===== src/rtl/mips_ctrl_pkg.sv =====
// Shared encodings for the multicycle MIPS control unit: FSM states, opcodes,
// funct codes, ALU op/control codes and datapath mux selects. Honours MC_BNE_EN.
package mips_ctrl_pkg;

    typedef enum logic [3:0] {
        S_FETCH   = 4'd0,
        S_DECODE  = 4'd1,
        S_MEMADR  = 4'd2,
        S_MEMRD   = 4'd3,
        S_MEMWB   = 4'd4,
        S_MEMWR   = 4'd5,
        S_EXECUTE = 4'd6,
        S_ALUWB   = 4'd7,
        S_BEQ     = 4'd8,
        S_ADDIEX  = 4'd9,
        S_ADDIWB  = 4'd10,
`ifdef MC_BNE_EN
        S_JUMP    = 4'd11,
        S_BNE     = 4'd12
`else
        S_JUMP    = 4'd11
`endif
    } state_t;

    localparam logic [5:0] OP_RTYPE = 6'b000000;
    localparam logic [5:0] OP_LW    = 6'b100011;
    localparam logic [5:0] OP_SW    = 6'b101011;
    localparam logic [5:0] OP_BEQ   = 6'b000100;
    localparam logic [5:0] OP_BNE   = 6'b000101;
    localparam logic [5:0] OP_ADDI  = 6'b001000;
    localparam logic [5:0] OP_J     = 6'b000010;

    localparam logic [5:0] FUNCT_ADD = 6'b100000;
    localparam logic [5:0] FUNCT_SUB = 6'b100010;
    localparam logic [5:0] FUNCT_AND = 6'b100100;
    localparam logic [5:0] FUNCT_OR  = 6'b100101;
    localparam logic [5:0] FUNCT_SLT = 6'b101010;

    localparam logic [1:0] ALUOP_ADD   = 2'b00;
    localparam logic [1:0] ALUOP_SUB   = 2'b01;
    localparam logic [1:0] ALUOP_FUNCT = 2'b10;

    localparam logic [2:0] ALUC_AND = 3'b000;
    localparam logic [2:0] ALUC_OR  = 3'b001;
    localparam logic [2:0] ALUC_ADD = 3'b010;
    localparam logic [2:0] ALUC_SUB = 3'b110;
    localparam logic [2:0] ALUC_SLT = 3'b111;

    localparam logic [1:0] ALUSRCB_B     = 2'b00;
    localparam logic [1:0] ALUSRCB_FOUR  = 2'b01;
    localparam logic [1:0] ALUSRCB_IMM   = 2'b10;
    localparam logic [1:0] ALUSRCB_IMMSH = 2'b11;

    localparam logic [1:0] PCSRC_ALU    = 2'b00;
    localparam logic [1:0] PCSRC_ALUOUT = 2'b01;
    localparam logic [1:0] PCSRC_JUMP   = 2'b10;

endpackage


===== src/rtl/aludec.sv =====
// ALU decoder shared by the single- and multicycle controllers: maps aluop and
// funct to the 3-bit ALU control code.
module aludec
    import mips_ctrl_pkg::*;
(
    input  logic [1:0] aluop,
    input  logic [5:0] funct,
    output logic [2:0] alucontrol
);

    // Unknown aluop/funct combinations fall back to add.
    always_comb begin
        alucontrol = ALUC_ADD;
        case (aluop)
            ALUOP_ADD: alucontrol = ALUC_ADD;
            ALUOP_SUB: alucontrol = ALUC_SUB;
            ALUOP_FUNCT: begin
                case (funct)
                    FUNCT_ADD: alucontrol = ALUC_ADD;
                    FUNCT_SUB: alucontrol = ALUC_SUB;
                    FUNCT_AND: alucontrol = ALUC_AND;
                    FUNCT_OR:  alucontrol = ALUC_OR;
                    FUNCT_SLT: alucontrol = ALUC_SLT;
                    default:   alucontrol = ALUC_ADD;
                endcase
            end
            default: alucontrol = ALUC_ADD;
        endcase
    end

endmodule


===== src/rtl/multicycle_ctrl.sv =====
// Moore control FSM for the multicycle MIPS core with retired-instruction counter.
// Optional bne support is enabled by defining MC_BNE_EN.
module multicycle_ctrl
    import mips_ctrl_pkg::*;
(
    input  logic        clk,
    input  logic        reset,
    input  logic [5:0]  op,
    input  logic [5:0]  funct,
    input  logic        zero,
    output logic        pcen,
    output logic        memwrite,
    output logic        irwrite,
    output logic        regwrite,
    output logic        alusrca,
    output logic [1:0]  alusrcb,
    output logic [1:0]  pcsrc,
    output logic        iord,
    output logic        memtoreg,
    output logic        regdst,
    output logic [2:0]  alucontrol,
    output logic [3:0]  state,
    output logic [31:0] instret
);

    state_t      state_r;
    state_t      state_next_s;
    logic [31:0] instret_r;
    logic [1:0]  aluop_s;
    logic        pcwrite_s;
    logic        branch_s;
    logic        branchne_s;
    logic        irwrite_s;
    logic        regwrite_s;
    logic        memwrite_s;
    logic        retire_s;
    logic        branch_taken_s;

    aludec u_aludec (
        .aluop      (aluop_s),
        .funct      (funct),
        .alucontrol (alucontrol)
    );

    // State register and retired-instruction counter; reset aborts any instruction in flight.
    always_ff @(posedge clk) begin
        if (reset) begin
            state_r   <= S_FETCH;
            instret_r <= 32'd0;
        end else begin
            state_r <= state_next_s;
            if (retire_s) begin
                instret_r <= instret_r + 32'd1;
            end else begin
                instret_r <= instret_r;
            end
        end
    end

    // Next-state and per-state control decode.
    always_comb begin
        state_next_s = S_FETCH;
        aluop_s      = ALUOP_ADD;
        pcwrite_s    = 1'b0;
        branch_s     = 1'b0;
        branchne_s   = 1'b0;
        irwrite_s    = 1'b0;
        regwrite_s   = 1'b0;
        memwrite_s   = 1'b0;
        retire_s     = 1'b0;
        alusrca      = 1'b0;
        alusrcb      = ALUSRCB_B;
        pcsrc        = PCSRC_ALU;
        iord         = 1'b0;
        memtoreg     = 1'b0;
        regdst       = 1'b0;
        case (state_r)
            S_FETCH: begin
                irwrite_s    = 1'b1;
                pcwrite_s    = 1'b1;
                alusrcb      = ALUSRCB_FOUR;
                state_next_s = S_DECODE;
            end
            S_DECODE: begin
                alusrcb = ALUSRCB_IMMSH;
                case (op)
                    OP_LW:    state_next_s = S_MEMADR;
                    OP_SW:    state_next_s = S_MEMADR;
                    OP_RTYPE: state_next_s = S_EXECUTE;
                    OP_BEQ:   state_next_s = S_BEQ;
                    OP_ADDI:  state_next_s = S_ADDIEX;
                    OP_J:     state_next_s = S_JUMP;
`ifdef MC_BNE_EN
                    OP_BNE:   state_next_s = S_BNE;
`endif
                    default:  state_next_s = S_FETCH;
                endcase
            end
            S_MEMADR: begin
                alusrca = 1'b1;
                alusrcb = ALUSRCB_IMM;
                if (op == OP_SW) begin
                    state_next_s = S_MEMWR;
                end else begin
                    state_next_s = S_MEMRD;
                end
            end
            S_MEMRD: begin
                iord         = 1'b1;
                state_next_s = S_MEMWB;
            end
            S_MEMWB: begin
                memtoreg   = 1'b1;
                regwrite_s = 1'b1;
                retire_s   = 1'b1;
            end
            S_MEMWR: begin
                iord       = 1'b1;
                memwrite_s = 1'b1;
                retire_s   = 1'b1;
            end
            S_EXECUTE: begin
                alusrca      = 1'b1;
                aluop_s      = ALUOP_FUNCT;
                state_next_s = S_ALUWB;
            end
            S_ALUWB: begin
                regdst     = 1'b1;
                regwrite_s = 1'b1;
                retire_s   = 1'b1;
            end
            S_BEQ: begin
                alusrca  = 1'b1;
                aluop_s  = ALUOP_SUB;
                pcsrc    = PCSRC_ALUOUT;
                branch_s = 1'b1;
                retire_s = 1'b1;
            end
`ifdef MC_BNE_EN
            S_BNE: begin
                alusrca    = 1'b1;
                aluop_s    = ALUOP_SUB;
                pcsrc      = PCSRC_ALUOUT;
                branchne_s = 1'b1;
                retire_s   = 1'b1;
            end
`endif
            S_ADDIEX: begin
                alusrca      = 1'b1;
                alusrcb      = ALUSRCB_IMM;
                state_next_s = S_ADDIWB;
            end
            S_ADDIWB: begin
                regwrite_s = 1'b1;
                retire_s   = 1'b1;
            end
            S_JUMP: begin
                pcsrc     = PCSRC_JUMP;
                pcwrite_s = 1'b1;
                retire_s  = 1'b1;
            end
            default: begin
                state_next_s = S_FETCH;
            end
        endcase
    end

`ifdef MC_BNE_EN
    assign branch_taken_s = (branch_s & zero) | (branchne_s & ~zero);
`else
    assign branch_taken_s = (branch_s & zero) | (branchne_s & 1'b0);
`endif

    // Write enables are held low while reset is asserted so a partial instruction commits nothing.
    assign pcen     = (pcwrite_s | branch_taken_s) & ~reset;
    assign irwrite  = irwrite_s & ~reset;
    assign regwrite = regwrite_s & ~reset;
    assign memwrite = memwrite_s & ~reset;
    assign state    = state_r;
    assign instret  = instret_r;

endmodule


===== config.mk =====
export PLATFORM = sky130hd
export DESIGN_NAME = multicycle_ctrl
export DESIGN_NICKNAME = d
export VERILOG_FILES = /design/src/rtl/mips_ctrl_pkg.sv /design/src/rtl/aludec.sv /design/src/rtl/multicycle_ctrl.sv
export SDC_FILE = /design/constraint.sdc
export NUM_CORES = 1
export LEC_CHECK = 0
export BUFFER_PORTS_ARGS = -buffer_cell sky130_fd_sc_hd__buf_2
export CAP_MARGIN = 5
export CORE_MARGIN = 4
export CORE_UTILIZATION = 40
export DETAILED_ROUTE_END_ITERATION = 6
export PLACE_DENSITY = 0.67
export SETUP_SLACK_MARGIN = 0.3
export SYNTH_ARGS = -nofsm -noshare
export SYNTH_HDL_FRONTEND = slang
export SYNTH_SLANG_ARGS = --single-unit
export TNS_END_PERCENT = 5

===== constraint.sdc =====
create_clock -name clk -period 4.1 [get_ports clk]
set_input_delay 1.025 -clock clk [delete_from_list [all_inputs] [get_ports clk]]
set_output_delay 1.025 -clock clk [all_outputs]
set_load 0.02 [all_outputs]

# [Yosys cells after proc, flatten, opt, wreduce, memory -nomap -nowiden]
# Index checks and enable logic that the tools add are counted.
[word_totals] register_bits=36 inputBits=15 out_inout_bits=51
[op_classes] addsub=1 n_eq_ne=22 mux=18 bitwise_logic=7 n_reduce_logical=9
[op_table] operator="$eq A6 B6 Y1 const B" n=6
[op_table] operator="$add A32 B1 Y32 const B" n=1
[op_table] operator="$pmux W4 S6" n=1
[op_table] operator="$pmux W4 S5" n=1
[op_table] operator="$eq A4 B3 Y1 const B" n=4
[op_table] operator="$eq A4 B4 Y1 const B" n=4
[op_table] operator="$pmux W3 S4" n=1
[op_table] operator="$mux W1" n=10
[op_table] operator="$eq A4 B2 Y1 const B" n=2
[op_table] operator="$pmux W2 S2" n=2
[op_table] operator="$reduce_or A2 Y1" n=4
[op_table] operator="$eq A6 B2 Y1 const B" n=1
[op_table] operator="$eq A6 B3 Y1 const B" n=1
[op_table] operator="$eq A6 B4 Y1 const B" n=1
[op_table] operator="$logic_not A6 Y1" n=1
[op_table] operator="$pmux W2 S3" n=1
[op_table] operator="$pmux W3 S2" n=1
[op_table] operator="$reduce_or A6 Y1" n=1
[op_table] operator="$and A1 B1 Y1" n=5
[op_table] operator="$eq A4 B1 Y1 const B" n=1
[op_table] operator="$logic_not A4 Y1" n=1
[op_table] operator="$reduce_or A4 Y1" n=1
[op_table] operator="$mux W3" n=1
[op_table] operator="$reduce_or A3 Y1" n=1
[op_table] operator="4 further kinds" n=4

# [Longest topological paths before layout]
# Gate-level depths: netlist of the first run.
[depth] word_depth=5 mapped_depth=7 ltp_nobuf=6

# [Cells and area by module]
# A second synthesis of the first run with hierarchy kept.
[unflattened] hier_cells=254 area_unflattened_um2=2164.6
[by_module_without_submodules] module="multicycle_ctrl" instances=1 cells_each=239 area_each_um2=2045.7
[by_module_without_submodules] module="aludec" instances=1 cells_each=15 area_each_um2=118.9

# [Worst setup path before layout of the first run]
# No wires, ideal clock.
[synth_path] path_type="input-to-output" startpoint="input port funct[5]" endpoint="output port alucontrol[0]" arrival_ns=1.784 t_required_ns=3.075 slack_ns=1.291 path_stages=4 path_buffers=0 path_cell_list="nor2b_1 and3_1 nand2_1 a21oi_1"
[synth_via] elab_chain_len=3 word_cells_on_any_way=6 classes_between="eq/ne (4); mux (2)"
[synth_lines] item="from (decl)" line_no="multicycle_ctrl.sv:9" source="input logic [5:0] funct,"
[synth_lines] item="$eq A6 B6 Y1" line_no="aludec.sv:18" source="case (funct)"
[synth_lines] item="$pmux W3 S4 *" line_no="aludec.sv:18"
[synth_lines] item="$pmux W3 S2 *" line_no="aludec.sv:14" source="case (aluop)"
[synth_lines] item="to (decl)" line_no="multicycle_ctrl.sv:21" source="output logic [2:0] alucontrol,"
# Every way passes the cells marked *; elsewhere a longest branch is shown, timed or not.

# [Worst setup path after layout of the first run]
[layout_path] startpoint="register state_r[3] (netlist: state[3])" endpoint="output port alucontrol[0]"
[layout_via] elab_chain_len=4 word_cells_on_any_way=6 classes_between="eq/ne (4); mux (2)"
[layout_lines] item="from (decl)" line_no="multicycle_ctrl.sv:26" source="state_t state_r;"
[layout_lines] item="from (signal assigned)" line_no="multicycle_ctrl.sv:51" source="state_r <= state_next_s;"
[layout_lines] item="$eq A4 B4 Y1 / $eq A4 B3 Y1 (equally long branches)" line_no="multicycle_ctrl.sv:77" source="case (state_r)"
[layout_lines] item="$pmux W2 S2 *" line_no="multicycle_ctrl.sv:77"
[layout_lines] item="$eq A2 B2 Y1 / $eq A2 B1 Y1 (equally long branches)" line_no="aludec.sv:14"
[layout_lines] item="$pmux W3 S2 *" line_no="aludec.sv:14"
# Marked as above.

==> run_results.csv, run 1 <==
group,metric,value,unit
sta,fin_tns_setup,0,ns
synth,synth_top_cells_by_area,"dfxtp_1 35%, xor2_1 6.3%, nor2_1 6.2%",
final_layout,diodes,0,
clock_network,path_clk_slew,0.07,ns
sta,setup_viol,0,
sta,holdWs,0.482,ns
clock_network,cts_tree,"yes",
grt,grt_pass1_vias,1776,
placed_design,dpl_cell_area,2410,um2
sta,min_period,3.19,ns
critical_path,cp_max_fo,17,
synth,async_flop_share,0,
outcome,status,"finished clean",
detailed_routing,drt_first_pass_iters,6,
power,ir_drop,136,uV
critical_path,path_buf_inv,1,
synth,ys_seq_area_frac,0.348,
placed_design,globalplace.congestion,0.748,
floorplanning,ios,66,
clock_network,postCtsHoldBufs,0,
synth,syn_area_per_cell,7.97,um2
critical_path,endpoint_kind,"output port",
synth,yosysTopAreaCell,"dfxtp_1",
sta,clock_skew,0.00602,ns
critical_path,crit_family,"simple AND/OR/NAND/NOR gates",
power,p_leak,1.05,nW
synth,synth.distinct_cells,41,
grt,grt_first_pass_wirelength,8390,um
critical_path,cp.arrival,2.17,ns
detailed_routing,viasPerCell,5.29,
detailed_routing,drcViolationCount,0,
detailed_routing,wl,4950,um
synth,postSynthCellCount,260,
final_layout,drive_above_1_share,0.248,
final_layout,area_growth,20.0,%
clock_network,postCtsSetupRepairBufs,0,
sta,rsz0062_at_grt,"false",
power,total_power,640,uW
final_layout,final_area,2490,um2
detailed_routing,avgRoutedWirePerCell,12.9,um
detailed_routing,ant_nets,0,
critical_path,cp.depth,6,
floorplanning,num_rows,25,
grt,grt_usage,0.164,
grt,grt_max_degree,38,
final_layout,nets,337,
placed_design,dp_hpwl,3450,um
floorplanning,die_w,80.0,um
sta,timing.fmax,0.313,GHz
clock_network,clockRootBuffer,"clkbuf_8",
sta,finalCritPeriodShare,0.779,
power,power.density,257,nW/um2
synth,synth_edf_count,0,
clock_network,cts_max_level,2,
placed_design,port_buffers,65,
critical_path,cp-start-kind,"flip-flop",
synth,synth_nets,279,
synth,synth_top_area_share,0.348,
grt,antenna_found_initial,0,
worst_hold_path,hold_path_class,"flip-flop to flip-flop",
sta,finalMaxSlewViolations,0,
critical_path,critPathRequiredTime,3.07,ns
detailed_routing,vias,2037,
clock_network,clk_latency,0.29,ns
synth,ys.flop_type,"dfxtp_1",
synth,ys_ff_latch,36,
sta,slew_headroom,0.406,
critical_path,crit_chain,"nand2b_1 -> or3_1 -> ha_1 -> nand2_1 -> a21oi_1 -> buf_2",
sta,tightest_slew,0.891,ns
critical_path,cpPeakStageDelay,0.62,ns
worst_hold_path,hold_path_depth,2,
clock_network,clockBufferDepth,2,
sta,hold_violations,0,
critical_path,path_class,"flip-flop to output port",
synth,synth_area,2070,um2
critical_path,cp_slowest_cell,"dfxtp_1",
synth,yosys_warnings,0,
clock_network,cts_sinks,36,
floorplanning,core_region_area,4880,um2
floorplanning,initial_utilization,0.425,
detailed_routing,drt_iter0_markers,163,
clock_network,cts_made_buffers,5,
floorplanning,die_h,80.0,um
critical_path,ff2ff_path_depth,5,
grt,grt_remaining_overflow,0,
floorplanning,dieArea,6400,um2
clock_network,ctsResizeCount,0,
flow_run,drv_cap,0,
path summary, 6_finish.rpt:
kind	startpoint	endpoint	slack, ns
setup / recovery	state[3]	alucontrol[0]	0.91
hold / removal	instret[31]	instret[31]	0.48
setup reg to reg	state[2]	instret[18]	1.34
hold reg to reg	instret[31]	instret[31]	0.48
Yosys cell counts, drive strengths merged, types with 6 or more instances:
library cell / instances
clkbuf: 9
inv: 6
nor2: 34
and4: 6
o21ai: 16
nor3: 9
or3: 13
dfxtp: 36
a21oi: 20
nand3: 10
nand2: 17
nand4: 20
xor2: 15
worst reg2reg max path, delay by kind of cell, from the launching register on:
kind | cells | cell delay [ns]
and+or+nand+nor | 3 | 1.13
AOI/OAI and AO/OA | 2 | 0.89
DFF | 1 | 0.68
metrics by stage:
step,std cells,util,setup WS [ns]
6_report,385,0.510,0.905
3_3_place_gp,378,0.494,1.19
4_1_cts,385,0.510,0.899
5_1_grt,385,0.510,0.708
3_5_place_dp,378,0.494,1.19
2_1_floorplan,260,-,1.29
routing by layer:
layer	vias to the layer above	GRT usage	wire, um
met5	-	0	0
met3	5	0.0508	311
met4	0	0.0405	31
li1	1049	-	-
met2	50	0.248	2170
met1	933	0.225	2440
area by class of cell:
cell class | instances | area (um2)
multi-input cells | 204 | 1260
clock inverters | 1 | 5.00
flip-flops and latches | 36 | 721
fillers | 501 | 2390
well taps | 67 | 83.8
clock buffers | 6 | 72.6
inverters | 6 | 22.5
repair buffers | 65 | 325
kinds of logic after synthesis:
kind of cell             count (synthesis)  synth area share
buffers and inverters                   20            0.0453
adder cells (fa/ha/maj)                  4            0.0241
XOR/XNOR                                20            0.0845
AND/OR/NAND/NOR                        134             0.372
flip-flops                              36             0.348
AO/OA/AOI/OAI                           45             0.121
multiplexers                             1           0.00483
sequential cells by signal, indices dropped and copies added (netlist names):
signal and flops:
instret 32, state 4
cells in the final DEF (no fill, tap or decap), types with 3 or more instances in the layout:
master    instances
buf_2            65
dfxtp_1          36
nor2_1           34
a21oi_1          20
nand2_1          17
nand4_1          17
o21ai_0          16
xor2_1           15
or3_1            13
nand3_1           9
nor3_1            7
inv_1             6
and4_1            6
nor2b_1           5
xnor2_1           5
clkbuf_8          5
and3_1            4
ha_1              4
or4_1             3
and2_1            3
power by group:
part           switching [mW]  internal, mW  total, mW
logic                  0.0289        0.0174     0.0464
clock network           0.122         0.115      0.237
registers             0.00525         0.351      0.356
No activity file was read; power rests on OpenSTA's default activity.
==> inputs of run 2 (changes only) <==
PLACE_DENSITY = 0.7   (was 0.67)
clock period = 2.8 ns   (was 4.1 ns; I/O delays follow)
==> run_results.csv, run 2 (same netlist as run 1, synthesis figures left out) <==
group,metric,value,unit
outcome,status,"finished clean",
detailed_routing,avgRoutedWirePerCell,12.8,um
detailed_routing,vias,2081,
sta,clock_skew,0.0103,ns
sta,rsz0062_at_grt,"true",
detailed_routing,drcViolationCount,0,
detailed_routing,drt_iter0_markers,124,
sta,slew_headroom,0.710,
clock_network,clockBufferDepth,2,
clock_network,cts_max_level,2,
final_layout,diodes,0,
power,p_leak,1.13,nW
critical_path,endpoint_kind,"output port",
final_layout,nets,349,
critical_path,path_class,"flip-flop to output port",
critical_path,cp_max_fo,3,
floorplanning,die_w,80.0,um
placed_design,globalplace.congestion,0.765,
final_layout,area_growth,28.4,%
flow_run,drv_cap,0,
floorplanning,initial_utilization,0.425,
placed_design,dpl_cell_area,2460,um2
power,power.internal,807,uW
final_layout,fillers,475,
worst_hold_path,hold_path_class,"flip-flop to flip-flop",
floorplanning,core_region_area,4880,um2
clock_network,clockRootBuffer,"clkbuf_8",
clock_network,cts_tree,"yes",
grt,antenna_found_initial,0,
final_layout,final_area,2660,um2
detailed_routing,drt_first_pass_iters,4,
placed_design,dp_hpwl,3550,um
power,clkPwrFrac,0.435,
grt,grt_pass1_vias,1792,
floorplanning,num_rows,25,
final_layout,drive_above_1_share,0.308,
sta,finalCritPeriodShare,0.871,
sta,min_period,2.44,ns
final_layout,largest_reg_flops,32,
grt,grt_remaining_overflow,0,
grt,grt_first_pass_wirelength,8090,um
critical_path,cp-start-kind,"flip-flop",
clock_network,cts_made_buffers,5,
power,ir_drop,243,uV
final_layout,layout_commonest_cell,"buf_2",
floorplanning,dieArea,6400,um2
clock_network,postCtsHoldBufs,0,
sta,hold_violations,0,
power,seq_power_share,0.489,
sta,tightest_slew,0.429,ns
clock_network,path_clk_slew,0.07,ns
sta,setup_viol,0,
detailed_routing,wl,5100,um
power,comb_power_share,0.076,
final_layout,multi_input_area,1290,um2
power,p_switching,246,uW
sta,fin_tns_setup,0,ns
sta,timing.fmax,0.410,GHz
floorplanning,ios,66,
power,power.density,396,nW/um2
final_layout,layout_common_cells,"64 x buf_2, 34 x nor2_1, 34 x dfxtp_1",
power,swShare,0.234,
detailed_routing,ant_nets,0,
floorplanning,die_h,80.0,um
grt,grt_usage,0.156,
final_layout,seq_area,723,um2
placed_design,port_buffers,65,
critical_path,cp.arrival,1.74,ns
clock_network,clk_latency,0.29,ns
grt,grt_max_degree,34,
critical_path,critPathRequiredTime,2.10,ns
clock_network,cts_sinks,36,
sta,finalMaxSlewViolations,0,
detailed_routing,viasPerCell,5.23,
-- run 2: path summary, 6_finish.rpt --
check                                 start            end  slack (ns)  depth (start not counted)
worst max-delay path               state[2]  alucontrol[0]        0.36                          6
worst min register to register  instret[31]    instret[31]        0.49                          2
worst min-delay path            instret[31]    instret[31]        0.49                          2
worst max register to register     state[3]    instret[26]        0.78                          6
-- run 2: layer usage --
metal | track usage | wire [um] | up-vias
li1 | - | - | 1079
met1 | 0.213 | 2500 | 947
met5 | 0 | 0 | -
met2 | 0.235 | 2270 | 48
met3 | 0.0418 | 274 | 7
met4 | 0.0557 | 55 | 0
-- run 2: critical path, stage by stage, from the launching register on --
cell	delay (ns)
dfxtp_2	0.33
nand2b_4	0.14
or3_4	0.41
ha_4	0.29
nand2_2	0.05
a21oi_2	0.11
buf_6	0.13
-- run 2: power groups by stage --
stage / sequential, mW / combinational, mW / clock, mW
after floorplan: 0.531 / 0.0432 / 0
after global placement: 0.527 / 0.0777 / 0
after detailed placement: 0.527 / 0.0779 / 0
after CTS: 0.515 / 0.0785 / 0.471
after global routing: 0.516 / 0.0876 / 0.492
final: 0.515 / 0.0796 / 0.459
-- run 2: through the flow --
stage | cells | hold WS (ns) | setup WS, ns | utilization | total power, mW
2_1_floorplan | 260 | 0.558 | 0.343 | - | 0.574
3_3_place_gp | 384 | 0.463 | 0.599 | 0.503 | 0.605
3_5_place_dp | 384 | 0.485 | 0.562 | 0.503 | 0.605
4_1_cts | 392 | 0.495 | 0.305 | 0.529 | 1.07
5_1_grt | 398 | 0.533 | 0.287 | 0.545 | 1.10
6_report | 398 | 0.486 | 0.360 | 0.545 | 1.05
-- run 2: area by class of cell --
cell class              count  area share
well taps                  67      0.0315
clock buffers               5      0.0259
multi-input cells         204       0.487
repair buffers             77       0.160
inverters                   6     0.00846
flip-flops and latches     36       0.272
clock inverters             3      0.0160
-- run 2: repair_timing --
| item | CTS | global route |
|---|---|---|
| endpoints found under the setup margin | 2 | 3 |
| cloned | 0 | 0 |
| gates resized for setup | 3 | 9 |
| setup buffers | 0 | 6 |
| pin swaps | 0 | 3 |
